[src/rtl/xpar_resp.sv]
// rtl/xpar_resp.sv - picoVersat parallel-bus responder: scratch, status, TX/RX mailboxes
// Word FIFO holding the mailbox data; RAM contents survive reset, only pointers clear.

module xpar_resp_fifo #(
   parameter int DW = 32,
   parameter int AW = 3
) (
   input  logic          clk,
   input  logic          rst,
   input  logic          push,
   input  logic [DW-1:0] push_data,
   input  logic          pop,
   output logic [DW-1:0] head,
   output logic [AW:0]   count,
   output logic          full,
   output logic          empty
);

   localparam int DEPTH = 1 << AW;
   localparam logic [AW:0] DEPTH_CNT = DEPTH[AW:0];

   logic [DW-1:0] mem [DEPTH];
   logic [AW-1:0] wr_ptr;
   logic [AW-1:0] rd_ptr;
   logic          do_push;
   logic          do_pop;

   assign full    = (count == DEPTH_CNT);
   assign empty   = (count == '0);
   assign do_push = push & ~full;
   assign do_pop  = pop & ~empty;
   assign head    = mem[rd_ptr];

   always_ff @(posedge clk) begin
      if (do_push) begin
         mem[wr_ptr] <= push_data;
      end
   end

   // Pointers wrap naturally at AW bits; count carries the extra bit for full.
   always_ff @(posedge clk) begin
      if (!rst) begin
         wr_ptr <= '0;
         rd_ptr <= '0;
         count  <= '0;
      end else begin
         if (do_push) begin
            wr_ptr <= wr_ptr + 1'b1;
         end
         if (do_pop) begin
            rd_ptr <= rd_ptr + 1'b1;
         end
         case ({do_push, do_pop})
            2'b10:   count <= count + 1'b1;
            2'b01:   count <= count - 1'b1;
            default: count <= count;
         endcase
      end
   end

endmodule

// Responder decoding an 8-word window at BASE on the core's parallel bus.
module xpar_resp #(
   parameter int DATA_W     = 32,
   parameter int PAR_ADDR_W = 12,
   parameter int BASE       = 0,
   parameter int FIFO_AW    = 3
) (
   input  logic                  clk,
   input  logic                  rst,
   input  logic [PAR_ADDR_W-1:0] par_addr,
   input  logic                  par_we,
   input  logic [DATA_W-1:0]     par_out,
   output logic [DATA_W-1:0]     par_in,
   output logic [DATA_W-1:0]     tx_data,
   output logic                  tx_valid,
   input  logic                  tx_ready,
   input  logic [DATA_W-1:0]     rx_data,
   input  logic                  rx_valid,
   output logic                  rx_ready
);

   localparam logic [PAR_ADDR_W-4:0] BASE_F = (PAR_ADDR_W-3)'(BASE);

   localparam logic [2:0] OFF_SCRATCH = 3'd0;
   localparam logic [2:0] OFF_STATUS  = 3'd1;
   localparam logic [2:0] OFF_TX_DATA = 3'd2;
   localparam logic [2:0] OFF_RX_DATA = 3'd3;
   localparam logic [2:0] OFF_RX_POP  = 3'd4;

   logic              sel;
   logic [2:0]        off;
   logic              wr;
   logic [DATA_W-1:0] scratch;
   logic              tx_ovf;
   logic              rx_pop_err;

   logic              tx_push_req;
   logic              tx_push;
   logic              tx_pop;
   logic [FIFO_AW:0]  tx_count;
   logic              tx_full;
   logic              tx_empty;

   logic              rx_pop_req;
   logic              rx_push;
   logic              rx_pop;
   logic [DATA_W-1:0] rx_head;
   logic [FIFO_AW:0]  rx_count;
   logic              rx_full;
   logic              rx_empty;

   logic              w1c_ovf;
   logic              w1c_perr;
   logic [31:0]       status_w;

   assign sel = (par_addr[PAR_ADDR_W-1:3] == BASE_F);
   assign off = par_addr[2:0];
   assign wr  = par_we & sel;

   assign tx_push_req = wr & (off == OFF_TX_DATA);
   assign tx_push     = tx_push_req & ~tx_full;
   assign tx_pop      = tx_valid & tx_ready;
   assign tx_valid    = ~tx_empty;

   assign rx_pop_req = wr & (off == OFF_RX_POP);
   assign rx_pop     = rx_pop_req & ~rx_empty;
   assign rx_ready   = ~rx_full;
   assign rx_push    = rx_valid & rx_ready;

   assign w1c_ovf  = wr & (off == OFF_STATUS) & par_out[4];
   assign w1c_perr = wr & (off == OFF_STATUS) & par_out[5];

   xpar_resp_fifo #(
      .DW (DATA_W),
      .AW (FIFO_AW)
   ) u_tx_fifo (
      .clk       (clk),
      .rst       (rst),
      .push      (tx_push),
      .push_data (par_out),
      .pop       (tx_pop),
      .head      (tx_data),
      .count     (tx_count),
      .full      (tx_full),
      .empty     (tx_empty)
   );

   xpar_resp_fifo #(
      .DW (DATA_W),
      .AW (FIFO_AW)
   ) u_rx_fifo (
      .clk       (clk),
      .rst       (rst),
      .push      (rx_push),
      .push_data (rx_data),
      .pop       (rx_pop),
      .head      (rx_head),
      .count     (rx_count),
      .full      (rx_full),
      .empty     (rx_empty)
   );

   // Sticky flags: a set in the same cycle as its W1C takes priority.
   always_ff @(posedge clk) begin
      if (!rst) begin
         scratch    <= '0;
         tx_ovf     <= 1'b0;
         rx_pop_err <= 1'b0;
      end else begin
         if (wr && (off == OFF_SCRATCH)) begin
            scratch <= par_out;
         end
         tx_ovf     <= (tx_ovf & ~w1c_ovf) | (tx_push_req & tx_full);
         rx_pop_err <= (rx_pop_err & ~w1c_perr) | (rx_pop_req & rx_empty);
      end
   end

   assign status_w = {8'h00, 8'(rx_count), 8'(tx_count), 2'b00,
                      rx_pop_err, tx_ovf, rx_empty, rx_full, tx_empty, tx_full};

   always_comb begin
      par_in = '0;
      if (sel) begin
         case (off)
            OFF_SCRATCH: par_in = scratch;
            OFF_STATUS:  par_in = DATA_W'(status_w);
            OFF_RX_DATA: par_in = rx_empty ? '0 : rx_head;
            default:     par_in = '0;
         endcase
      end
   end

endmodule
[config.mk]
export PLATFORM = sky130hd
export DESIGN_NAME = xpar_resp
export DESIGN_NICKNAME = d
export VERILOG_FILES = /design/src/rtl/xpar_resp.sv
export SDC_FILE = /design/constraint.sdc
export NUM_CORES = 1
export LEC_CHECK = 0
export CELL_PAD_IN_SITES_DETAIL_PLACEMENT = 1
export CELL_PAD_IN_SITES_GLOBAL_PLACEMENT = 2
export CORE_ASPECT_RATIO = 0.9
export CORE_MARGIN = 5
export CORE_UTILIZATION = 39
export DETAILED_ROUTE_END_ITERATION = 8
export GPL_TIMING_DRIVEN = 0
export PLACE_DENSITY = 0.7
export SLEW_MARGIN = 30
export SYNTH_ARGS = -nofsm -noshare
export SYNTH_HDL_FRONTEND = slang
export SYNTH_SLANG_ARGS = --single-unit
[constraint.sdc]
create_clock -name clk -period 5.86 [get_ports clk]
set_clock_uncertainty 0.2 [all_clocks]
set_input_delay 0.879 -clock clk [delete_from_list [all_inputs] [get_ports clk]]
set_output_delay 0.879 -clock clk [all_outputs]
set_load 0.03 [all_outputs]
==> metrics.yaml, run 1 <==
status: "finished clean"
grt_max_degree: 19
finalWirelength_um: 53700
routedWlPerCell_um: 24.6
grt_remaining_overflow: 0
layout_setup_ws_ns: 0.836
grt_pass1_wl_um: 81200
ant_nets: 0
setup_viol: 0
drcViolationCount: 0
portBuffers: 145
die_x_um: 262
critPathMostFrequentCell: "clkdlybuf4s50_1"
vias: 11300
fin_tns_setup_ns: 0
met3_length_um: 2630
required_ns: 4.78
yosysUniqueCellTypes: 47
fin_cells: 2184
async_flop_share: 0
antenna_cells: 0
period_needed_ns: 5.02
period_share: 0.857
final.fill_count: 5295
relSlewSlack: 0.309
pre_cts_ws_ns: 0.887
final_hold_viol_count: 0
grt_usage: 0.172
cts_inserted_buffers: 58
syn2layout_area_growth_pct: 22.9
cp_num_buf_inv: 4
critPathMaxFanout: 10
final_nets: 1462
dieHeight_um: 237
top_layer: "met5"
clkSinkCount: 572
met2_length_um: 26200
dp.cells: 2076
io_pins: 147
post_cts_buffers: 0
final-seq-area_sq_mm: 0.0166
leakage_nw: 8.49
path_clk_slew_ns: 0.06
worstPathArrival_ns: 3.94
place.gp.congestion: 0.743
netlist_area_sq_mm: 0.0223
rows: 83
ys_ff_latch: 572
h-tree-depth: 2
start_util: 0.393
crit_path_end_kind: "output pin"
drt-initial-drc-count: 768
grt_pass1_vias: 12200
ir_drop_uv: 262
ys_dominant_reg_cell: "edfxtp_1"
clock_latency_ns: 0.60
via_per_inst: 5.19
antenna_found_initial: 5
cts_resized: 0
root_buffer: "clkbuf_16"
ys_seq_area_frac: 0.742
slowest_stage: "clkdlybuf4s50_1"
clock_path_buffers: 3
min_path_type: "reg -> reg"
syn_avg_cell_area_sq_um: 19.9
final_cell_mix: "edfxtp_1 (512), clkdlybuf4s50_1 (145), mux4_2 (128)"
hold_buffers: 0
cpPeakStageDelay_ns: 0.76
hpwl_um: 37300
fmax_mhz: 199
wl_met1_um: 23900
path_class: "in -> out"
drtPass1Iterations: 5
multi_input_area_sq_mm: 0.00554
synth_edf_count: 512
critPathTopFamily: "buffers and inverters"
tightest_slew_ns: 1.02
core_area_sq_mm: 0.0569
final_layout_size_suffix_gt1_frac: 0.249
startpoint_type: "input pin"
cap_viol_max_count: 0
tritoncts: "built"
powerDensity_mw_per_mm2: 303
final_max_slew_viol_count: 0
synth_cells: 1124
syn-num-nets: 1215
dieArea_sq_mm: 0.0622
cp_cell_sequence: "clkdlybuf4s50_1 -> nor4_4 -> nand3_4 -> or3_1 -> buf_6 -> buf_8 -> o22ai_1 -> clkdlybuf4s50_1"
final_common_cell: "edfxtp_1"
yosysWarnings: 0
fin_util: 0.482
rsz0062_at_grt: "false"
## report_power, final
group / total [mW] / internal (mW) / leakage (nW) / switching, mW
Clock: 3.59 / 2.07 / 0.900 / 1.52
Combinational: 0.231 / 0.0958 / 2.48 / 0.135
Sequential: 4.49 / 4.48 / 5.11 / 0.0104
## state kept, by name, summed over array words and instances (netlist names), 4 cells and up, named ones only
signal,count
u_rx_fifo.mem,256
scratch,32
u_rx_fifo.count,4
u_tx_fifo.mem,256
u_tx_fifo.count,4
## cell usage after synthesis (4+ instances only)
cell type	number	area share
edfxtp_1	512	0.69
buf_6	4	0.0020
ha_1	10	0.0056
mux2_2	32	0.016
nor2_1	25	0.0042
mux2i_1	49	0.022
or3_1	7	0.0020
nand2_1	80	0.013
o2bb2ai_2	16	0.011
o22ai_1	13	0.0036
a21oi_1	50	0.011
buf_2	19	0.0043
dfxtp_1	60	0.054
nand3_1	10	0.0022
mux4_2	128	0.13
nand2b_1	9	0.0025
nor3_1	6	0.0013
clkbuf_1	35	0.0059
nor2b_1	4	0.0011
o21ai_0	9	0.0020
xor2_1	9	0.0035
## stage by stage
step | hold slack (ns) | area (sq um) | power (mW)
4_1_cts | 0.264 | 27500 | 8.41
6_report | 0.267 | 27500 | 8.31
3_5_place_dp | 0.252 | 25600 | 4.81
3_3_place_gp | 0.252 | 24700 | 4.78
5_1_grt | 0.281 | 27500 | 8.61
2_1_floorplan | 0.231 | 22300 | 4.65
## cells by family after synthesis
| group | after synthesis | share of synthesized area |
|---|---|---|
| flops | 572 | 0.742 |
| mux | 209 | 0.167 |
| simple gates | 162 | 0.0360 |
| compound gates | 96 | 0.0310 |
| buf+inv | 66 | 0.0147 |
| fa+ha+maj | 10 | 0.00560 |
| xor+xnor | 9 | 0.00353 |
## final cells by class
type / count / area share
buffer: 62 / 0.0114
clock buffer: 84 / 0.0595
clock inverter: 24 / 0.00839
inverter: 4 / 0.000547
multi-input combinational: 486 / 0.202
sequential: 572 / 0.604
tap: 765 / 0.0349
timing repair buffer: 187 / 0.0796
## routing by layer
| layer | up-vias | track usage |
|---|---|---|
| li1 | 5081 | - |
| met1 | 5899 | 0.245 |
| met2 | 271 | 0.281 |
| met3 | 71 | 0.0313 |
| met4 | 8 | 0.0360 |
| met5 | - | 0 |
## worst reg2reg max path: cells and delay by family (launching register included)
family        cells  cell delay, ns
flops             1            0.31
simple gates      4            1.39
buf+inv           6            1.41
## path summary, 6_finish.rpt
check | endpoint | slack, ns | cells past startpoint | from
setup / recovery | par_in[0] | 0.84 | 8 | par_addr[5]
hold / removal | scratch[16] | 0.27 | 2 | scratch[16]
setup reg to reg | u_rx_fifo.mem[0][27] | 2.27 | 10 | u_rx_fifo.count[1]
hold reg to reg | scratch[16] | 0.27 | 2 | scratch[16]
Note: power is estimated with default switching activity, not from simulation.
==> run 2: changes to the inputs <==
--- a/config.mk
+++ b/config.mk
@@ -7,7 +7,7 @@
 export LEC_CHECK = 0
 export CELL_PAD_IN_SITES_DETAIL_PLACEMENT = 1
 export CELL_PAD_IN_SITES_GLOBAL_PLACEMENT = 2
-export CORE_ASPECT_RATIO = 0.9
+export CORE_ASPECT_RATIO = 0.8
 export CORE_MARGIN = 5
 export CORE_UTILIZATION = 39
 export DETAILED_ROUTE_END_ITERATION = 8
==> run 2 against run 1 <==
Net effect:
- global-route usage increased by 0.31 points
- final cell count shrank 0.60%
- die area about the same
==> metrics.yaml, run 2 (synthesis results as in run 1) <==
status: "finished clean"
grt_pass1_wl_um: 81900  # +0.83%
post_cts_buffers: 0  # unchanged
relSlewSlack: 0.360  # +0.0515
hold_buffers: 0  # unchanged
ir_drop_uv: 256  # -2.0%
core_area_sq_mm: 0.0567  # -0.36%
drt-initial-drc-count: 725  # -5.6%
powerDensity_mw_per_mm2: 299  # -1.3%
fin_util: 0.481  # -0.00178
rsz0062_at_grt: "false"
startpoint_type: "input pin"
syn2layout_area_growth_pct: 22.0
grt_usage: 0.175  # +0.00306
place_area_sq_mm: 0.0255  # -0.28%
period_share: 0.859  # +0.00196
start_util: 0.394  # +0.00144
fin_hold_ws_ns: 0.261  # -0.00564 ns
cts_inserted_buffers: 56  # -3.4%
setup_viol: 0  # unchanged
final_hold_viol_count: 0  # unchanged
crit_start: "par_addr[5]"
grt_max_degree: 20  # +1
final_max_slew_viol_count: 0  # unchanged
fmax_mhz: 199  # -0.23%
path_clk_slew_ns: 0.06  # about the same
cts_resized: 0  # unchanged
min_from: "scratch[4]"
clock_path_buffers: 3  # unchanged
layout_setup_ws_ns: 0.825  # -0.0115 ns
timing.rr.start: "u_rx_fifo.count[1]"
h-tree-depth: 2  # unchanged
die_x_um: 278  # +5.8%
fin_cells: 2171  # -0.60%
fin_tns_setup_ns: 0  # unchanged
dp.cells: 2068  # -0.39%
portBuffers: 145  # unchanged
fin_area_sq_mm: 0.0273  # -0.73%
hpwl_um: 38100  # +2.1%
antenna_found_initial: 0  # -5
vias: 11500  # +1.2%
final_common_cell: "edfxtp_1"
path_class: "in -> out"
routedWlPerCell_um: 25.1  # +2.1%
clock_latency_ns: 0.61  # about the same
final.fill_count: 5258  # -0.70%
grt_remaining_overflow: 0  # unchanged
clkSinkCount: 572  # unchanged
drcViolationCount: 0  # unchanged
worstPathArrival_ns: 3.96  # +0.02 ns
leakage_nw: 8.42  # -0.85%
critPathMaxFanout: 10  # unchanged
required_ns: 4.78  # about the same
root_buffer: "clkbuf_16"
pre_cts_ws_ns: 0.891  # +0.00357 ns
crit_path_end_kind: "output pin"
largest_registers: "u_rx_fifo.mem x256, u_tx_fifo.mem x256, scratch x32"
dieHeight_um: 224  # -5.5%
rows: 78  # -6.0%
finalWirelength_um: 54500  # +1.5%
ant_nets: 0  # unchanged
p_total_mw: 8.14  # -2.0%
via_per_inst: 5.28  # +1.8%
tightest_slew_ns: 0.953  # -0.0700 ns
io_pins: 147  # unchanged
drtPass1Iterations: 5  # unchanged
final_nets: 1457  # -0.34%
antenna_cells: 0  # unchanged
place.gp.congestion: 0.738  # -0.63%
cap_viol_max_count: 0  # unchanged
min_path_type: "reg -> reg"
final_layout_size_suffix_gt1_frac: 0.244  # -0.00567
grt_pass1_vias: 12500  # +2.2%
period_needed_ns: 5.04  # +0.0115 ns
tritoncts: "built"
final_cell_mix: "edfxtp_1 (512), clkdlybuf4s50_1 (145), mux4_2 (128)"
dieArea_sq_mm: 0.0622  # about the same
run 2: cell count changes in the layout (fill, tap and decap cells not counted), sizes merged:
cell	delta
bufinv	-1
clkinvlp	-4
buf	-3
clkinv	+1
clkbuf	-3
inv	+2
run 2: area by class of cell:
type,instances,area (sq um),share of cell area
multi-input cells,486,5540,0.203
well taps,760,951,0.0349
clock inverters,22,160,0.00588
plain buffers,62,315,0.0116
flip-flops and latches,572,16600,0.608
clock buffers,81,1570,0.0578
inverters,4,15.0,0.000551
repair buffers,184,2120,0.0778
run 2: worst paths after layout:
| path | to | slack, ns | cells after the start |
|---|---|---|---|
| max | par_in[29] | 0.82 | 7 |
| min | scratch[4] | 0.26 | 2 |
| max reg2reg | u_rx_fifo.mem[0][26] | 2.43 | 9 |
| min reg2reg | scratch[4] | 0.26 | 2 |
run 2: layer usage:
layer  wire length, um  global-route usage  up-vias
met1             26400               0.265     6107
met5                 0                   0        -
met3              2340              0.0298       50
li1                  -                   -     5065
met4               694              0.0364        0
met2             25000               0.271      246
run 2: critical path, stage by stage:
cell	delay, ns
clkdlybuf4s50_1	0.44
nor4_4	0.49
nand3_4	0.22
nor4_4	0.76
buf_6	0.27
o2bb2ai_2	0.16
clkdlybuf4s50_1	0.71
run 2: report_power, final:
group	internal, mW	switching, mW
registers	4.48	0.0107
logic	0.0947	0.132
clock network	1.95	1.48
